**config.mk**
```make
export PLATFORM = sky130hd
export DESIGN_NAME = mem_port_arbiter
export DESIGN_NICKNAME = d
export VERILOG_FILES = /design/src/rtl/mem_port_arbiter.sv
export SDC_FILE = /design/constraint.sdc
export NUM_CORES = 1
export LEC_CHECK = 0
export CAP_MARGIN = 5
export CORE_MARGIN = 2
export CORE_UTILIZATION = 22
export DETAILED_ROUTE_END_ITERATION = 10
export GPL_ROUTABILITY_DRIVEN = 0
export PLACE_DENSITY = 0.79
export SYNTH_ARGS = -nofsm -noshare
export SYNTH_HDL_FRONTEND = slang
export SYNTH_SLANG_ARGS = --single-unit
```
**constraint.sdc**
```tcl
create_clock -name clk -period 1.7 [get_ports clk]
set_input_delay 0.34 -clock clk [delete_from_list [all_inputs] [get_ports clk]]
set_output_delay 0.34 -clock clk [all_outputs]
set_load 0.05 [all_outputs]
```
**src/rtl/mem_port_arbiter.sv**
```systemverilog
// mem_port_arbiter: shares one single-port synchronous RAM between instruction fetch and data load/store.
//
// Ports
//   clk, rst_n                      clock (rising edge), asynchronous active-low reset
//   if_req/if_addr                  fetch read request, held until if_gnt
//   if_gnt/if_rvalid/if_rdata       fetch grant, read-data strobe, read data
//   dm_req/dm_read_wrn/dm_addr/
//   dm_wdata                        data request (1 = load, 0 = store), held until dm_gnt
//   dm_gnt/dm_rvalid/dm_rdata       data grant, load-data strobe, load data
//   mem_en/mem_read_wrn/mem_addr/
//   mem_wdata/mem_rdata             RAM access strobe, direction, address, write data, read data
//   cpu_stall                       pipeline must hold this cycle
module mem_port_arbiter #(
    parameter int ADDR_W       = 16,
    parameter int DATA_W       = 32,
    parameter int RD_LATENCY   = 1,
    parameter int STARVE_LIMIT = 4
) (
    input  logic              clk,
    input  logic              rst_n,
    input  logic              if_req,
    input  logic [ADDR_W-1:0] if_addr,
    output logic              if_gnt,
    output logic              if_rvalid,
    output logic [DATA_W-1:0] if_rdata,
    input  logic              dm_req,
    input  logic              dm_read_wrn,
    input  logic [ADDR_W-1:0] dm_addr,
    input  logic [DATA_W-1:0] dm_wdata,
    output logic              dm_gnt,
    output logic              dm_rvalid,
    output logic [DATA_W-1:0] dm_rdata,
    output logic              mem_en,
    output logic              mem_read_wrn,
    output logic [ADDR_W-1:0] mem_addr,
    output logic [DATA_W-1:0] mem_wdata,
    input  logic [DATA_W-1:0] mem_rdata,
    output logic              cpu_stall
);

    typedef enum logic {IDLE, RD_WAIT} state_t;
    typedef enum logic [1:0] {OWN_NONE, OWN_IF, OWN_DM} owner_t;

    state_t     state_q, state_d;
    owner_t     owner_q, owner_d;
    logic [2:0] lat_cnt_q, lat_cnt_d;
    logic [3:0] dm_streak_q, dm_streak_d;
    logic       idle, starved, rd_done;

    always_comb begin
        // Grants are gated by rst_n so every output sits at its reset value while reset is held.
        idle         = rst_n && state_q == IDLE;
        starved      = dm_streak_q == 4'(STARVE_LIMIT);
        if_gnt       = idle && if_req && (starved || !dm_req);
        dm_gnt       = idle && dm_req && !(if_req && starved);
        rd_done      = state_q == RD_WAIT && lat_cnt_q == 3'(RD_LATENCY);
        if_rvalid    = rd_done && owner_q == OWN_IF;
        dm_rvalid    = rd_done && owner_q == OWN_DM;
        if_rdata     = if_rvalid ? mem_rdata : '0;
        dm_rdata     = dm_rvalid ? mem_rdata : '0;
        mem_en       = if_gnt || dm_gnt;
        mem_read_wrn = dm_gnt ? dm_read_wrn : 1'b1;
        mem_addr     = if_gnt ? if_addr : dm_gnt ? dm_addr : '0;
        mem_wdata    = dm_gnt ? dm_wdata : '0;
        cpu_stall    = rst_n && ((if_req && !if_gnt) || (dm_req && !dm_gnt) ||
                                 (state_q == RD_WAIT && !rd_done));
        state_d      = state_q;
        owner_d      = owner_q;
        lat_cnt_d    = lat_cnt_q;
        if (state_q == RD_WAIT) begin
            state_d   = rd_done ? IDLE : RD_WAIT;
            owner_d   = rd_done ? OWN_NONE : owner_q;
            lat_cnt_d = rd_done ? 3'd0 : lat_cnt_q + 3'd1;
        end else if (if_gnt || (dm_gnt && dm_read_wrn)) begin
            // Stores complete in the grant cycle; only reads wait for the RAM.
            state_d   = RD_WAIT;
            owner_d   = if_gnt ? OWN_IF : OWN_DM;
            lat_cnt_d = 3'd1;
        end
        // The streak only matters while fetch is waiting, so it restarts whenever fetch is idle or served.
        dm_streak_d = (!if_req || if_gnt) ? 4'd0 :
                      (dm_gnt && !starved) ? dm_streak_q + 4'd1 : dm_streak_q;
    end

    always_ff @(posedge clk or negedge rst_n) begin
        if (!rst_n) begin
            state_q     <= IDLE;
            owner_q     <= OWN_NONE;
            lat_cnt_q   <= '0;
            dm_streak_q <= '0;
        end else begin
            state_q     <= state_d;
            owner_q     <= owner_d;
            lat_cnt_q   <= lat_cnt_d;
            dm_streak_q <= dm_streak_d;
        end
    end

endmodule

```
# Yosys cells after proc, flatten, opt, wreduce, memory -nomap -nowiden
# Cells that the tools add are included.
# classes
add_sub_neg	2
eq_ne	5
n_mux	18
n_bitwise	1
reduce_logical	31
# ops
operator	n
$mux 32	3
$mux 16	2
$logic_and 1x1->1	15
$mux 3	3
$mux 2	4
$mux 4	2
$logic_not 1->1	7
$logic_or 1x1->1	6
$add 4x1->4 const B	1
$eq 4x3->1 const B	1
$mux 1	4
$reduce_bool 2->1	2
$add 3x1->3 const B	1
$eq 3x1->1 const B	1
$eq 2x1->1 const B	1
$eq 2x2->1 const B	1
$ne 2x1->1 const B	1
$reduce_and 2->1	1
$not 1->1	1
# word_totals
reg_bits	10
input_bits	101
out_inout_bits	119
elab_cells	61

# Longest topological paths before layout
# logic_depth
depth_word	9
ltp_mapped	7
depth_no_buf	5

# Least setup slack after synthesis
# OpenSTA, ideal clock, no wires.
# synth_timing
kind	input to output
startpoint	input port if_req
endpoint	output port cpu_stall
arrival_time_ns	1.926
t_required_ns	1.360
slack_ns	-0.566
path_stages	4
path_buffers	1
path_cell_list	clkbuf_1 > a21o_1 > o21ai_0 > a21boi_0
# synth_via
elab_chain_cells	8
elab_cells_between_ends	12
classes_between	12 x reduce/logical
# synth_lines
element	line_no	source
from (decl)	21	input logic if_req,
$logic_and 1x1->1	55	dm_gnt = idle && dm_req && !(if_req && starved);
$logic_not 1->1	55	
$logic_and 1x1->1	55	
$logic_not 1->1	65	cpu_stall = rst_n && ((if_req && !if_gnt) || (dm_req && !dm_gnt) ||
$logic_and 1x1->1	65	
$logic_or 1x1->1 * (2 in series)	65	
$logic_and 1x1->1 *	65	
to (decl)	38	output logic cpu_stall
# Mark *: on every way between the ends. The rest lies on a longest branch, timed or not.

# Final worst setup path
# layout_timing
startpoint	register lat_cnt_q[1]
endpoint	output port dm_rdata[15]
# layout_via
elab_chain_cells	4
# layout_lines
element	line_no	source
from (decl)	46	logic [2:0] lat_cnt_q, lat_cnt_d;
from (signal assigned)	94	lat_cnt_q <= lat_cnt_d;
$eq 3x1->1	56	rd_done = state_q == RD_WAIT && lat_cnt_q == 3'(RD_LATENCY);
$logic_and 1x1->1	56	
$logic_and 1x1->1	58	dm_rvalid = rd_done && owner_q == OWN_DM;
$mux 32	60	dm_rdata = dm_rvalid ? mem_rdata : '0;
to (decl)	32	output logic [DATA_W-1:0] dm_rdata,
# No other way between the ends.

==> run metrics <==
status=complete, but fails checks; failing checks=setup timing; full die area=7627 µm²; first-pass GRT wire length=18.91 mm; Worst-path clk slew=60 ps; Seq pwr share=7.7%; DRT iter0 DRCs=177; Yosys warnings=0; Post-Syn Instances=201; I/O Buffers=219; Register Area=250.2 µm²; Mapped Area=1528 µm²; # IOs=220; die width=87.33 µm; crit path DAT=2120 ps; fin util=93.81%; RSZ-0062 raised after global routing=true; total track usage=33.03%; Vias per Instance=5.407; DP Worst Slack=-463.2 ps; Worst VDD drop=925.1 µV; combinational fraction of design power=85.8%; H-tree depth=1; Critical Path, Cell by Cell=inv_2 > ha_4 > nand3b_1 > buf_4 > nor3b_4 > buf_12 > and2_4 > buf_12; antenna violations before repair=1; Sw Pwr=0.002264 W; Worst-Margin Slew=339.7 ps; share of flip-flops with an asynchronous set or reset=100.0%; Worst Setup Start Kind=flip-flop; syn_area_per_cell=7.601 µm²; Worst Hold Class=in -> async; Routed WL=16.00 mm; Starting Density=22.61%; top cell type's share of synthesized area=39.72%; Primary FF master, synth=dfrtp_1; crit path kind=reg -> out; Final setup viols=121; crit path time final=2455 ps; most frequent cells after synthesis=and2_1, a22o_1, dfrtp_1, nand2_1; Fin. Hold Viols=0; WL/cell=28.68 µm; worst setup margin=-755.2 ps; number of synthesized flops with an enable pin=0; CTS tree=built; critical path's most frequent cell=buf_12; Synth cell types=38; Final Max Slew Viols=0; TNS Setup=-80400 ps; core area=6756 µm²; # Max-Cap Violations=0; DRT Pass-1 Iters=5; leading area contributor after synthesis=and2_1; row cnt=30; Worst Path Required=1360 ps; Root Driver=clkbuf_8; clk sinks=10; Synth Net Count=306; start point of the critical path=lat_cnt_q[1]; post-route ant nets=0; Leakage Power=2.754 nW; worst r2r src=dm_streak_q[0]; Die Ht=87.33 µm; Seq/Total Area, Yosys=16.38%; final cycle utilization of the critical path=144.4%; Clock Power Share=6.5%; Area Growth Syn to Fin=314.9%; maximum clock rate=407.3 MHz; filler instances=148; vias=3017; Slew headroom=77.07%; largest net degree at the start of global routing=34; multi-input logic area=1665 µm²; Setup Skew=2.021 ps; clk_lat worst skew=250 ps; CTS Buffer Depth=2; Layout Nets=583; vias in the first global route=3074; Largest stage delay, worst path=410 ps; count leader, synth=and2_1; drc violations=0; share of cells above drive strength 1=68.55%; top post-synthesis cells by area=and2_1, dfrtp_1, a22o_1, ha_1, nand2_1; post-DP HPWL=8.486 mm; hold slack=366.8 ps; worst reg-to-reg setup slack=-60 ps; CP max stage cell=dfrtp_1; CP max FO=33; grt ovf=0; CTS Buf Count=3; PD cells=792.6 nW/µm²; internal power=0.002760 W; switch share=45.07%; CP endpoint kind=primary output; flops & latches, synth=10
worst paths after layout:
kind	cells after the start	endpoint
min	3	dm_streak_q[3]
min in group clk	2	owner_q[0]
min reg2reg	2	owner_q[0]
max reg2reg	9	owner_q[0]
max	8	dm_rdata[15]
max in group asynchronous	3	dm_streak_q[1]
cell usage in the layout, fill, tap and decap left out, types with 4 or more instances in the layout:
cell and count:
dfrtp_1 10, buf_6 17, and2_4 96, buf_16 6
nand4_1 4, clkbuf_8 4, a22o_4 16, clkdlybuf4s50_1 97
buf_4 33, nand2_1 9, buf_12 124, clkbuf_16 5
power by group through the flow:
stage / logic, W / registers [W] / clock network, W
after floorplan: 0.00175 / 0.000355 / 0
final: 0.00431 / 0.000386 / 0.000326
after global placement: 0.00335 / 0.000354 / 0
after CTS: 0.00389 / 0.000366 / 0.000315
after detailed placement: 0.00342 / 0.000362 / 0
after global routing: 0.00440 / 0.000385 / 0.000339
logic make-up (layout without fill, tap and decap cells):
group / Yosys count / count (layout) / share of synthesized area (%)
buf+inv: 21 / 296 / 7.207
simple gates: 133 / 134 / 54.55
other cells: 0 / 1 / 0
mux: 1 / 1 / 0.7370
flops: 10 / 10 / 16.38
fa+ha+maj: 4 / 4 / 3.276
compound gates: 32 / 32 / 17.85
cell type report:
type                            instances  share of cell area [%]
Inverter                                4                  0.2369
Antenna cell                            1                 0.03948
Tap cell                               80                   1.579
Clock buffer                            4                  0.8685
Timing Repair Buffer                  288                   67.05
Sequential cell                        10                   3.948
Multi-Input combinational cell        171                   26.27
registers in the layout, indices dropped and copies added, names as in the netlist:
signal       cells
dm_streak_q      4
lat_cnt_q        3
owner_q          2
state_q          1
per-stage QoR:
step / cells / area, µm² / power [W]
3_3_place_gp: 515 / 5547 / 0.003701
5_1_grt: 558 / 6339 / 0.005126
6_report: 558 / 6339 / 0.005024
4_1_cts: 546 / 6146 / 0.004575
2_1_floorplan: 201 / 1958 / 0.002105
3_5_place_dp: 515 / 5547 / 0.003781
repair_timing:
| item | 4_1_cts | 5_1_grt |
|---|---|---|
| endpoints found under the setup margin | 119 | 122 |
| pin swaps | 14 | 29 |
| setup buffers | 19 | 9 |
| cloned | 8 | 6 |
| hold buffers | 0 | 0 |
| resized for setup | 46 | 27 |
critical path, delay by kind of cell (launching register included):
family                   cells  cell delay, ps
adder cells (fa/ha/maj)      1             130
buffers and inverters        4             700
flip-flops                   1             410
AND/OR/NAND/NOR              3             620
routing by layer:
layer  vias up  share of wire [%]  track usage (%)
met5         -                  0                0
met1      1440                 31            34.52
met3        85                8.5            5.782
met4         0                6.4            11.61
li1       1237                  -                -
met2       255                 54            64.81
Power figures use the tool's default switching activity.
